--- src/rtl/lac_seq_ctrl.sv ---
// Sequencer that runs one wide add/subtract through an external SLICE_W-bit
// look-ahead-carry unit, one slice per cycle, and registers the full result.
//
// Handshake (both sides): a transfer happens on a rising edge where valid and
// ready are both 1. in_ready is 1 in IDLE, 0 in RUN, and follows out_ready in
// DONE. out_valid is 1 only in DONE, and the result outputs are held there
// until out_ready is 1.
module lac_seq_ctrl #(
  parameter int SLICE_W = 16,
  parameter int NSLICE  = 4
) (
  input  logic                      clk,
  input  logic                      rst_n,
  input  logic                      in_valid,
  output logic                      in_ready,
  input  logic [SLICE_W*NSLICE-1:0] a_in,
  input  logic [SLICE_W*NSLICE-1:0] b_in,
  input  logic                      cin_in,
  input  logic                      sub_in,
  output logic [SLICE_W-1:0]        lac_a,
  output logic [SLICE_W-1:0]        lac_b,
  output logic                      lac_cin,
  input  logic [SLICE_W-1:0]        lac_s,
  input  logic                      lac_cout,
  output logic [SLICE_W*NSLICE-1:0] sum_out,
  output logic                      cout_out,
  output logic                      ovf_out,
  output logic                      zero_out,
  output logic                      out_valid,
  input  logic                      out_ready,
  output logic [1:0]                dbg_state_o
);

  localparam int W     = SLICE_W * NSLICE;
  localparam int IDX_W = (NSLICE > 1) ? $clog2(NSLICE) : 1;
  localparam logic [IDX_W-1:0] LAST_IDX = IDX_W'(NSLICE - 1);

  typedef enum logic [1:0] {
    S_IDLE = 2'd0,
    S_RUN  = 2'd1,
    S_DONE = 2'd2
  } state_e;

  state_e           state_q;
  logic [IDX_W-1:0] idx_q;
  logic             carry_q;
  logic [W-1:0]     a_q;
  logic [W-1:0]     b_q;
  logic [W-1:0]     acc_q;
  logic [W-1:0]     sum_q;
  logic             cout_q;
  logic             ovf_q;
  logic             zero_q;
  logic [W-1:0]     sum_d;
  logic             accept;
  logic             run;

  assign run      = (state_q == S_RUN);
  assign in_ready = (state_q == S_IDLE) | ((state_q == S_DONE) & out_ready);
  assign accept   = in_valid & in_ready;

  // Partial sums live in acc_q so sum_out only ever shows a complete result.
  always_comb begin
    sum_d = acc_q;
    sum_d[idx_q*SLICE_W +: SLICE_W] = lac_s;
  end

  assign lac_a   = run ? a_q[idx_q*SLICE_W +: SLICE_W] : '0;
  assign lac_b   = run ? b_q[idx_q*SLICE_W +: SLICE_W] : '0;
  assign lac_cin = run & carry_q;

  always_ff @(posedge clk or negedge rst_n) begin
    if (!rst_n) begin
      state_q <= S_IDLE;
      idx_q   <= '0;
      carry_q <= 1'b0;
      a_q     <= '0;
      b_q     <= '0;
      acc_q   <= '0;
      sum_q   <= '0;
      cout_q  <= 1'b0;
      ovf_q   <= 1'b0;
      zero_q  <= 1'b0;
    end else if (accept) begin
      a_q     <= a_in;
      b_q     <= sub_in ? ~b_in : b_in;
      carry_q <= sub_in | cin_in;
      acc_q   <= '0;
      idx_q   <= '0;
      state_q <= S_RUN;
    end else begin
      case (state_q)
        S_RUN: begin
          acc_q   <= sum_d;
          carry_q <= lac_cout;
          if (idx_q == LAST_IDX) begin
            idx_q   <= '0;
            state_q <= S_DONE;
            sum_q   <= sum_d;
            cout_q  <= lac_cout;
            ovf_q   <= (a_q[W-1] == b_q[W-1]) & (sum_d[W-1] != a_q[W-1]);
            zero_q  <= ~|sum_d;
          end else begin
            idx_q <= idx_q + 1'b1;
          end
        end
        S_DONE: begin
          if (out_ready) state_q <= S_IDLE;
        end
        S_IDLE: ;
        default: state_q <= S_IDLE;
      endcase
    end
  end

  assign sum_out     = sum_q;
  assign cout_out    = cout_q;
  assign ovf_out     = ovf_q;
  assign zero_out    = zero_q;
  assign out_valid   = (state_q == S_DONE);
  assign dbg_state_o = state_q;

endmodule

--- config.mk ---
export PLATFORM = sky130hd
export DESIGN_NAME = lac_seq_ctrl
export DESIGN_NICKNAME = d
export VERILOG_FILES = /design/src/rtl/lac_seq_ctrl.sv
export SDC_FILE = /design/constraint.sdc
export NUM_CORES = 1
export LEC_CHECK = 0
export CAP_MARGIN = 20
export CORE_UTILIZATION = 51
export DETAILED_ROUTE_END_ITERATION = 10
export PLACE_DENSITY = 0.83
export REMOVE_ABC_BUFFERS = 1
export SETUP_SLACK_MARGIN = 0.02
export SYNTH_ARGS = -nofsm -noshare
export SYNTH_HDL_FRONTEND = slang
export SYNTH_SLANG_ARGS = --single-unit
export TNS_END_PERCENT = 50
--- constraint.sdc ---
create_clock -name clk -period 4.1 [get_ports clk]
set_input_delay 0.82 -clock clk [delete_from_list [all_inputs] [get_ports clk]]
set_output_delay 0.82 -clock clk [all_outputs]
set_load 0.03 [all_outputs]
Word-level counts from Yosys, hierarchy flattened:

Cells that the tools add are included.

* register bits after elaboration: 264
* bits of input ports: 151

* $add $sub $neg: 2
* equal/unequal tests: 8
* shifts and indexed selects: 4
* mux-type cells: 15
* bitwise gates (word level): 8
* reductions and logical operators: 6

Operators with widths (number)
* two-way mux 64 bit: 3
* variable part select 64 x 7 -> 16 bit: 2
* bitwise mux 64 bit: 1
* inverter 64 bit: 1
* OR reduction 64 bit: 1
* variable shift 16 x 34 -> 64 bit, first input constant: 1
* variable part select 16 x 34 -> 64 bit: 1
* negator 6 -> 34 bit: 1
* two-way mux 16 bit: 2
* two-way mux 2 bit: 6
* one-hot mux 2 bit (3 select lines): 1
* AND reduction 3 bit: 2
* bitwise AND 1 bit: 4
* equality test 2 bit, second input constant: 2
* != test 3 x 1 -> 1 bit, second input constant: 1
* != test 3 x 2 -> 1 bit, second input constant: 1
* adder 2 x 1 -> 2 bit, second input constant: 1
* equality test 2 x 1 -> 1 bit, second input constant: 1
* logical NOT 2 bit: 1
* two-way mux 1 bit: 2
* != test 2 bit, second input constant: 1
* OR 1 bit: 2
* nonzero test 2 bit: 1
* equality test 1 bit: 1
* 3 further kinds: 3

Depth between registers and ports, before layout:

* word-level depth: 6
* gate-level depth with buffers: 10

Worst setup path after synthesis:

OpenSTA, ideal clock, no wires.

* kind: register to register
* start: register idx_q[1]
* end: register acc_q[38]
* arrival: 2764 ps
* data required time: 4034 ps
* slack: 1270 ps
* cell stages (with the launch flop): 10
* period minus slack after synthesis: 2830 ps
* cell sequence: dfrtp_1 > clkbuf_1 > clkbuf_1 > inv_1 > ha_1 > or3b_1 > clkbuf_1 > nor3_2 > clkbuf_1 > a22o_1

* longest elaborated chain between the ends: 5
* elaborated cells on any way between the ends: 6
* classes of those cells: add/sub: 1; shift: 2; mux: 3

RTL lines
* from (decl): RTL line 45 `logic [IDX_W-1:0] idx_q;`
* from (signal assigned): RTL line 104 `idx_q <= idx_q + 1'b1;`
* negator 6 -> 34 bit (*): RTL line 65 `sum_d[idx_q*SLICE_W +: SLICE_W] = lac_s;`
* variable part select 16 x 34 -> 64 bit or variable shift 16 x 34 -> 64 bit (tied branches): RTL line 65
* bitwise mux 64 bit (*): RTL line 65
* two-way mux 64 bit (*): RTL line 92 `case (state_q)`
* two-way mux 64 bit (*): RTL line 84 `end else if (accept) begin`
* to (signal assigned): RTL line 94 `acc_q <= sum_d;`
* to (decl): RTL line 49 `logic [W-1:0] acc_q;`

Every way passes the cells marked *; elsewhere a longest branch is shown, timed or not. The select of a mux whose other input is x is not followed.
A chain may end at the register's enable or synchronous reset.

Worst setup path in the final report:

* start: register idx_q[0]
* end: output port lac_b[10]

* longest elaborated chain between the ends: 2

RTL lines
* variable part select 64 x 7 -> 16 bit: RTL line 69 `assign lac_b = run ? b_q[idx_q*SLICE_W +: SLICE_W] : '0;`
* two-way mux 16 bit: RTL line 69
* to (decl): RTL line 21 `output logic [SLICE_W-1:0] lac_b,`

Every way passes these cells.

==> results.sh <==
export IMPL_hold_viol=0
export IMPL_leakagePower_nw=6.52
export IMPL_port_buffers=254
export IMPL_core_area_um2=22900
export IMPL_rows=55
export IMPL_crit_slowest_cell="dfrtp_2"
export IMPL_clock_fmax_mhz=271
export IMPL_end_kind="primary output"
export IMPL_crit_path_start_kind="flip-flop"
export IMPL_ios=255
export IMPL_ys_top_cells_by_area="dfrtp_1, nor2_1, mux4_2"
export IMPL_worstSetupPathType="flip-flop to primary output"
export IMPL_cts_path_max_buffers=3
export IMPL_relSlewSlack_pct=30.2
export IMPL_finalCritPeriodShare_pct=90.1
export IMPL_antenna_found_initial=1
export IMPL_setup_slack_ns=0.404
export IMPL_synth_edff_count=0
export IMPL_grt_pass1_wl_um=51600
export IMPL_synthCells=1046
export IMPL_nets=1421
export IMPL_reg2reg_from="idx_q[0]$_DFFE_PN0P_"
export IMPL_rsz0062_at_grt="no"
export IMPL_cts_buffers=28
export IMPL_drtIter0Drc=775
export IMPL_wl_um=32300
export IMPL_drv_slew=0
export IMPL_tns_ns=0
export IMPL_avgViaCountPerCell=5.84
export IMPL_ant_nets=0
export IMPL_crit_path_max_fanout=25
export IMPL_critPathRequiredTime_ns=3.28
export IMPL_grt_ovfl_total=0
export IMPL_cts_setup_buffers=0
export IMPL_power_density_nw_per_um2=849
export IMPL_ys_warn_count=0
export IMPL_firstDrtPassIters=7
export IMPL_dominantRegCellSynth="dfrtp_1"
export IMPL_dp_hpwl_um=21800
export IMPL_htreeDepth=1
export IMPL_hp_class="input pin to async pin"
export IMPL_cts_tree="done"
export IMPL_syn_area_per_cell_um2=11.5
export IMPL_total_power_w=0.0135
export IMPL_ys_seq_area_share_pct=54.8
export IMPL_area_growth_pct=31.5
export IMPL_die_x_um=156
export IMPL_post_route_util_pct=69.2
export IMPL_grt_pass1_vias=9412
export IMPL_reg2reg_slack_ns=1.13
export IMPL_path_clk_slew_ns=0.06
export IMPL_rr_endpoint="sum_out[42]$_DFFE_PN0P_"
export IMPL_globalplace_congestion=0.870
export IMPL_grt_max_degree=95
export IMPL_finalClockSkew_ns=0.00652
export IMPL_synth_distinct_cells=46
export IMPL_dr_total_vias=9342
export IMPL_die_area_um2=24300
export IMPL_route_detailed_drc=0
export IMPL_drive_gt1_share_pct=13.2
export IMPL_tightest_slew_ns=1.05
export IMPL_place_ws_ns=0.914
export IMPL_synth_top_area_share_pct=54.8
export IMPL_cts_sink_count=264
export IMPL_slowest_delay_ns=0.68
export IMPL_reg2regPathDepth=7
export IMPL_finalSetupViolCount=0
export IMPL_cts_resized=0
export IMPL_ys_async_sr_fraction_pct=100
export IMPL_fp_dieH_um=156
export IMPL_arrival_ns=2.88
export IMPL_ctsHoldBuffers=0
export IMPL_final_area_um2=15900
export IMPL_synth_seq_cells=264
export IMPL_status="complete, no violations"
export IMPL_start_util_pct=52.6
export IMPL_crit_chain="buf_12 > mux4_2 > and2_1 > clkdlybuf4s50_1"
export IMPL_cts_root_buf="clkbuf_16"
export IMPL_yosysTopAreaCell="dfrtp_1"
export IMPL_maxCapViolations=0
export IMPL_syn_cell_area_um2=12100
export IMPL_clk_latency_ns=0.54
export IMPL_grt_total_usage_pct=27.2
export IMPL_dpl_instance_area_um2=14900
export IMPL_avgRoutedWirePerCell_um=20.2
export IMPL_ir_drop_uv=674
export IMPL_period_needed_ns=3.70
## layout make-up
cell class / count / area (µm²)
fill: 1630 / 7060
antenna: 1 / 2.50
timing repair buffer: 283 / 2830
inverter: 8 / 30.0
sequential: 264 / 6610
tap: 313 / 392
clock buffer: 39 / 803
clock inverter: 12 / 144
multi-input combinational: 679 / 5050
## Yosys cell counts, types with 8 or more instances
cell and instances:
a21oi_1 78, a221oi_1 61, a22o_1 61, and2_1 36, buf_2 16, clkbuf_1 69, dfrtp_1 264, inv_1 8
mux2_1 16, mux2_2 48, mux4_2 32, nand2_1 20, nor2_1 197, nor4_1 15, xnor2_1 64
## flip-flops by register name, indices dropped and copies added, names as in the netlist
| signal | flops |
|---|---|
| ovf_out | 1 |
| zero_out | 1 |
| sum_out | 64 |
| a_q | 64 |
| acc_q | 64 |
| cout_out | 1 |
| b_q | 64 |
| dbg_state_o | 2 |
| idx_q | 2 |
| carry_q | 1 |
## through the flow
step / hold slack, ns / cells
after CTS: 0.323 / 1598
final: 0.286 / 1599
after floorplan: 0.453 / 951
after global routing: 0.359 / 1599
after global placement: 0.463 / 1547
after detailed placement: 0.469 / 1547
## kinds of logic (layout without fill, tap and decap cells)
| logic type | after synthesis | in the layout | share of synthesized area [%] |
|---|---|---|---|
| and+or+nand+nor | 289 | 289 | 10.8 |
| DFF | 264 | 264 | 54.8 |
| AOI/OAI and AO/OA | 224 | 224 | 13.7 |
| buffers and inverters | 103 | 342 | 3.53 |
| muxes | 96 | 96 | 12.0 |
| xor gates and xnor gates | 64 | 64 | 4.65 |
| adders and majority gates | 6 | 6 | 0.622 |
| other | 0 | 1 | 0 |
## worst max path at each step
stage | endpoint | startpoint
2_1_floorplan | acc_q[16]$_DFFE_PN0P_ | out_ready
3_3_place_gp | lac_a[12] | idx_q[0]$_DFFE_PN0P_
3_5_place_dp | zero_out$_DFFE_PN0P_ | lac_s[12]
4_1_cts | lac_a[11] | idx_q[0]$_DFFE_PN0P_
5_1_grt | lac_a[9] | idx_q[0]$_DFFE_PN0P_
6_report | lac_b[10] | idx_q[0]$_DFFE_PN0P_
## per-layer routing
layer	global-route usage, %	part of all wire (%)	vias up	routed length [µm]
li1	-	-	4196	-
met1	35.6	39	4623	12800
met5	0	0	-	0
met2	43.9	48	447	15400
met3	7.36	9.8	76	3180
met4	8.92	3.1	0	1010
## critical path: cells and delay by family (launching register included)
kind | cells | cell delay, ns
buffers and inverters | 2 | 0.92
multiplexers | 1 | 0.53
AND/OR/NAND/NOR | 1 | 0.17
flip-flops | 1 | 0.68
## report_power, final
part / internal, W / switching (W) / leakage [nW]
sequential: 0.00373 / 0.000723 / 3.20
combinational: 0.00292 / 0.00351 / 2.85
clock: 0.00156 / 0.00103 / 0.469
## placed cells by master, fill, tap and decap left out, types with 2 or more instances in the layout
| cell | Yosys | final |
|---|---|---|
| dfrtp_1 | 264 | 262 |
| clkdlybuf4s50_1 | 0 | 252 |
| nor2_1 | 197 | 196 |
| a21oi_1 | 78 | 78 |
| xnor2_1 | 64 | 64 |
| a22o_1 | 61 | 61 |
| a221oi_1 | 61 | 61 |
| mux2_2 | 48 | 48 |
| and2_1 | 36 | 35 |
| mux4_2 | 32 | 32 |
| clkbuf_16 | 0 | 29 |
| buf_4 | 1 | 25 |
| nand2_1 | 20 | 19 |
| mux2_1 | 16 | 16 |
| nor4_1 | 15 | 15 |
| inv_1 | 8 | 8 |
| clkinv_2 | 0 | 7 |
| ha_1 | 6 | 6 |
| clkbuf_1 | 69 | 6 |
| buf_12 | 0 | 5 |
| clkbuf_8 | 0 | 4 |
| a22oi_1 | 3 | 3 |
| o22ai_1 | 3 | 3 |
| or4_1 | 3 | 3 |
| bufinv_16 | 0 | 3 |
| nor2b_1 | 3 | 2 |
| nand2b_1 | 2 | 2 |
| nor3_2 | 2 | 2 |
| nor3_1 | 2 | 2 |
| o21ai_1 | 2 | 2 |
| o21ai_0 | 2 | 2 |
| a21o_1 | 2 | 2 |
| nand3_1 | 2 | 2 |
| a41oi_1 | 2 | 2 |
| a211oi_2 | 2 | 2 |
| o31a_1 | 2 | 2 |
| dfrtp_2 | 0 | 2 |
Note: power is estimated with default switching activity, not from simulation.
==> variant 1: new RTL, config.mk and constraints unchanged <==
The parameter `NSLICE` goes from 4 to 2.
--- a/src/rtl/lac_seq_ctrl.sv
+++ b/src/rtl/lac_seq_ctrl.sv
@@ -9,3 +9,3 @@
   parameter int SLICE_W = 16,
-  parameter int NSLICE  = 4
+  parameter int NSLICE  = 2
 ) (
Interface: changed (resized a_in, b_in and sum_out); port bits go from 255 to 159. The function was not compared with the original's and may differ.
==> variant 1 against the unedited design <==
- first-iteration DRC count is 66% lower
- largest power group unchanged
- largest cell class unchanged
- routed wire length decreased by 57%
- design area decreased by 49%
- final cell count is 44% lower
- setup slack improved by 0.19 ns
- area after synthesis shrank 51%
- synthesized cell count is 44% lower
- critical endpoint is now lac_b[7]
- register-to-register slack improved by 0.39 ns
- sequential share of layout area shrank 0.69 points
- combinational power down 51%
- sequential cell count fell by 131
- clock skew grew 0.0036 ns
- power shrank 48%
==> variant 1: results (changes against the unedited design) <==
Route
  – Via count: 4759 (was 9342)
  – Met3 wire length: 1200 um (was 3180 um)
  – Drt pass-1 iters: 5 (was 7)
  – First DRT Iteration DRCs: 261 (was 775)
  – Routed Wire Length: 14000 um (was 32300 um)

Yosys
  – Seq/Total Area, Yosys: 56.7% (was 54.8%)
  – Top cells by count, synth: nand2_1, dfrtp_1, nor2_1, a21oi_1 (was dfrtp_1, nor2_1, a21oi_1, clkbuf_1, xnor2_1)
  – Top post-synthesis cells by area: dfrtp_1, nand2_1, mux2_2 (was dfrtp_1, nor2_1, mux4_2)

Global routing
  – Met3 Use GR: 8.91% (was 7.36%)
  – Antenna violations before repair: 0 (was 1)
  – GRT Total Usage: 25.6% (was 27.2%)
  – Largest net degree at the start of global routing: 131 (was 95)

Setup path
  – Crit path max fanout: 37 (was 25)
  – Worst stage delay on the critical path: 1.01 ns (was 0.68 ns)
  – WP data arrival: 2.69 ns (was 2.88 ns)

Worst hold path
  – Hold Path Class: reg -> reg (was in -> async)

Cells and area
  – Layout cells sized above 1: 10.1% (was 13.2%)
  – Fin nets: 823 (was 1421)

Run status
  – Status: completed (unchanged)

Placement
  – IO buf count: 158 (was 254)
  – Post-DP HPWL: 9120 um (was 21800 um)
  – Placed cells: 856 (was 1547)

Power
  – NetSw: 2.80 mW (was 5.26 mW)
  – Maximum VDD drop: 505 uV (was 674 uV)
  – Leak Pwr: 3.54 nW (was 6.52 nW)

Clock tree
  – CTS H-tree lvls: 4 (was 1)
  – Clock Path Buffers: 2 (was 3)
  – CTS Buf Count: 17 (was 28)
[variant 1: critical path: cells and delay by family, from the launching register on]
kind          cells  cell delay (ns)
flops             1             1.01
buf+inv           2             0.94
mux               1             0.25
simple gates      1             0.07
[variant 1: cell families after synthesis]
family	count (synthesis)	share of synthesized area [%]
xor+xnor	32	4.78
buf+inv	42	3.28
simple gates	245	17.1
flops	133	56.7
mux	64	11.6
compound gates	74	6.52
[variant 1: final timing paths]
kind | startpoint | end | slack [ns] | depth (start not counted)
min in group asynchronous | rst_n | sum_out[4]$_DFFE_PN0P_ | 0.55 | 1
worst max register to register | idx_q$_DFFE_PN0P_ | zero_out$_DFFE_PN0P_ | 1.52 | 5
worst max-delay path | idx_q$_DFFE_PN0P_ | lac_b[7] | 0.59 | 4
worst min register to register | sum_out[27]$_DFFE_PN0P_ | sum_out[27]$_DFFE_PN0P_ | 0.47 | 2
worst min-delay path | sum_out[27]$_DFFE_PN0P_ | sum_out[27]$_DFFE_PN0P_ | 0.47 | 2
max in group asynchronous | rst_n | acc_q[11]$_DFFE_PN0P_ | 2.57 | 2
[variant 1: through the flow]
stage | power, mW | utilization [%]
global route | 7.46 | 73.7
detailed placement | 5.50 | 68.1
global placement | 5.39 | 68.1
finish | 7.04 | 73.7
CTS | 7.07 | 73.5
floorplan | 4.26 | -
[variant 1: final cells by class]
| cell class | instances | share of cell area, % |
|---|---|---|
| clock buffers | 19 | 5.45 |
| flip-flops and latches | 133 | 41.0 |
| multi-input cells | 415 | 29.0 |
| clock inverters | 13 | 1.91 |
| inverters | 3 | 0.139 |
| well taps | 140 | 2.16 |
| repair buffers | 166 | 20.4 |
==> variant 2: new RTL, same settings <==
Without the edit above. Register the output `dbg_state_o` once more; this adds one clock of latency there. The other outputs are not delayed to match.
--- a/src/rtl/lac_seq_ctrl.sv
+++ b/src/rtl/lac_seq_ctrl.sv
@@ -120,3 +120,5 @@
   assign out_valid   = (state_q == S_DONE);
-  assign dbg_state_o = state_q;
+  always_ff @(posedge clk) begin
+    dbg_state_o <= state_q;
+  end
 
Formal check against the unedited RTL: not equivalent (a bounded check fails within 4 cycles, from zero or initial values and one cycle with rst_n low).
==> variant 2 against the unedited design <==
- synthesized cell count increased by 0.19%
- fmax decreased by 3.3%
- largest cell class unchanged
- sequential power increased by 2%
- sequential cell count increased by 2
- die area increased by 0.33%
- combinational power decreased by 1%
- first-iteration DRC count decreased by 18%
- routed wire length decreased by 2.2%
- area after synthesis increased by 0.33%
- highest routed layer unchanged
- final cell count unchanged
- setup slack got worse by 0.12 ns
- power about the same
- design area about the same
==> variant 2: results (changes against the unedited design) <==
Run status
  – Status: completed (unchanged)

Yosys
  – Proportion of synthesized area in mux cells: 11.9% (was 12.0%)
  – Synth unique cells: 47 (was 46)
  – Adder-cell share of the synthesized area: 0.620% (was 0.622%)
  – Synth Area in Compound Gates: 13.6% (was 13.7%)
  – Synth Instances: 1048 (was 1046)

Power
  – Leak Pwr: 6.53 nW (was 6.52 nW)
  – Maximum VDD drop: 639 uV (was 674 uV)

Placement
  – Placer congestion estimate: 0.872 (was 0.870)
  – Placed cells: 1549 (was 1547)
  – Worst slack, placed: 0.792 ns (was 0.914 ns)

Cells and area
  – Signal buf overhead: 17.6% (was 17.8%)
  – Final-layout clock-cell area share: 5.97% (about the same)
  – Seq Cell Count: 266 (was 264)
  – Register area: 6650 um^2 (was 6610 um^2)
  – # fillers: 1671 (was 1630)
  – Fin nets: 1423 (was 1421)
  – Clock Buffer Count: 37 (was 39)

Setup path
  – Crit path max fanout: 22 (was 25)

Route
  – Met2 Wirelength: 15000 um (was 15400 um)
  – Routed length on met1: 12800 um (about the same)
  – Met3 wire length: 2950 um (was 3180 um)

STA
  – Skew final: 0.0177 ns (was 0.00652 ns)

Global routing
  – Met2 Usage GRT: 43.0% (was 43.9%)
  – Global-route wire length before repair: 50800 um (was 51600 um)
==> variant 2: cell types whose count changed in the layout (fill, tap and decap cells not counted), sizes merged <==
cell | unedited run | this run
clkbuf | 39 | 37
dfxtp | 0 | 2
inv | 9 | 8
bufinv | 3 | 4
clkinv | 7 | 8
diode | 1 | 0
==> variant 2: where the power goes <==
part,total (mW),internal [mW],switching [mW]
clock network,2.60,1.58,1.02
logic,6.33,2.89,3.43
registers,4.53,3.76,0.770
==> variant 2: worst paths after layout <==
kind | end | startpoint | cells past startpoint | slack [ns]
min in group clk | sum_out[1]$_DFFE_PN0P_ | sum_out[1]$_DFFE_PN0P_ | 2 | 0.48
max | lac_a[7] | idx_q[0]$_DFFE_PN0P_ | 4 | 0.28
max in group asynchronous | a_q[59]$_DFFE_PN0P_ | rst_n | 2 | 2.81
max reg2reg | acc_q[2]$_DFFE_PN0P_ | idx_q[0]$_DFFE_PN0P_ | 5 | 0.86
min reg2reg | sum_out[1]$_DFFE_PN0P_ | sum_out[1]$_DFFE_PN0P_ | 2 | 0.48
min | sum_out[29]$_DFFE_PN0P_ | rst_n | 1 | 0.37
==> variant 2: cell families after synthesis <==
group / after synthesis
compound gates: 224
xor+xnor: 64
fa+ha+maj: 6
buf+inv: 103
flops: 266
mux: 96
simple gates: 289
==> variant 2: worst max-delay path, stage by stage (launching register included) <==
cell	delay, ns
dfrtp_2	0.79
buf_4	0.37
mux4_2	0.52
and2_1	0.19
clkdlybuf4s50_1	0.59
==> variant 2: metrics by stage <==
step | utilization, % | TNS, ns | cell area [um^2]
after floorplan | - | -410.27 | 11700
final | 69.1 | 0 | 15900
after global routing | 69.1 | 0 | 15900
after global placement | 64.9 | 0 | 14900
after CTS | 69.1 | 0 | 15900
after detailed placement | 64.9 | 0 | 14900
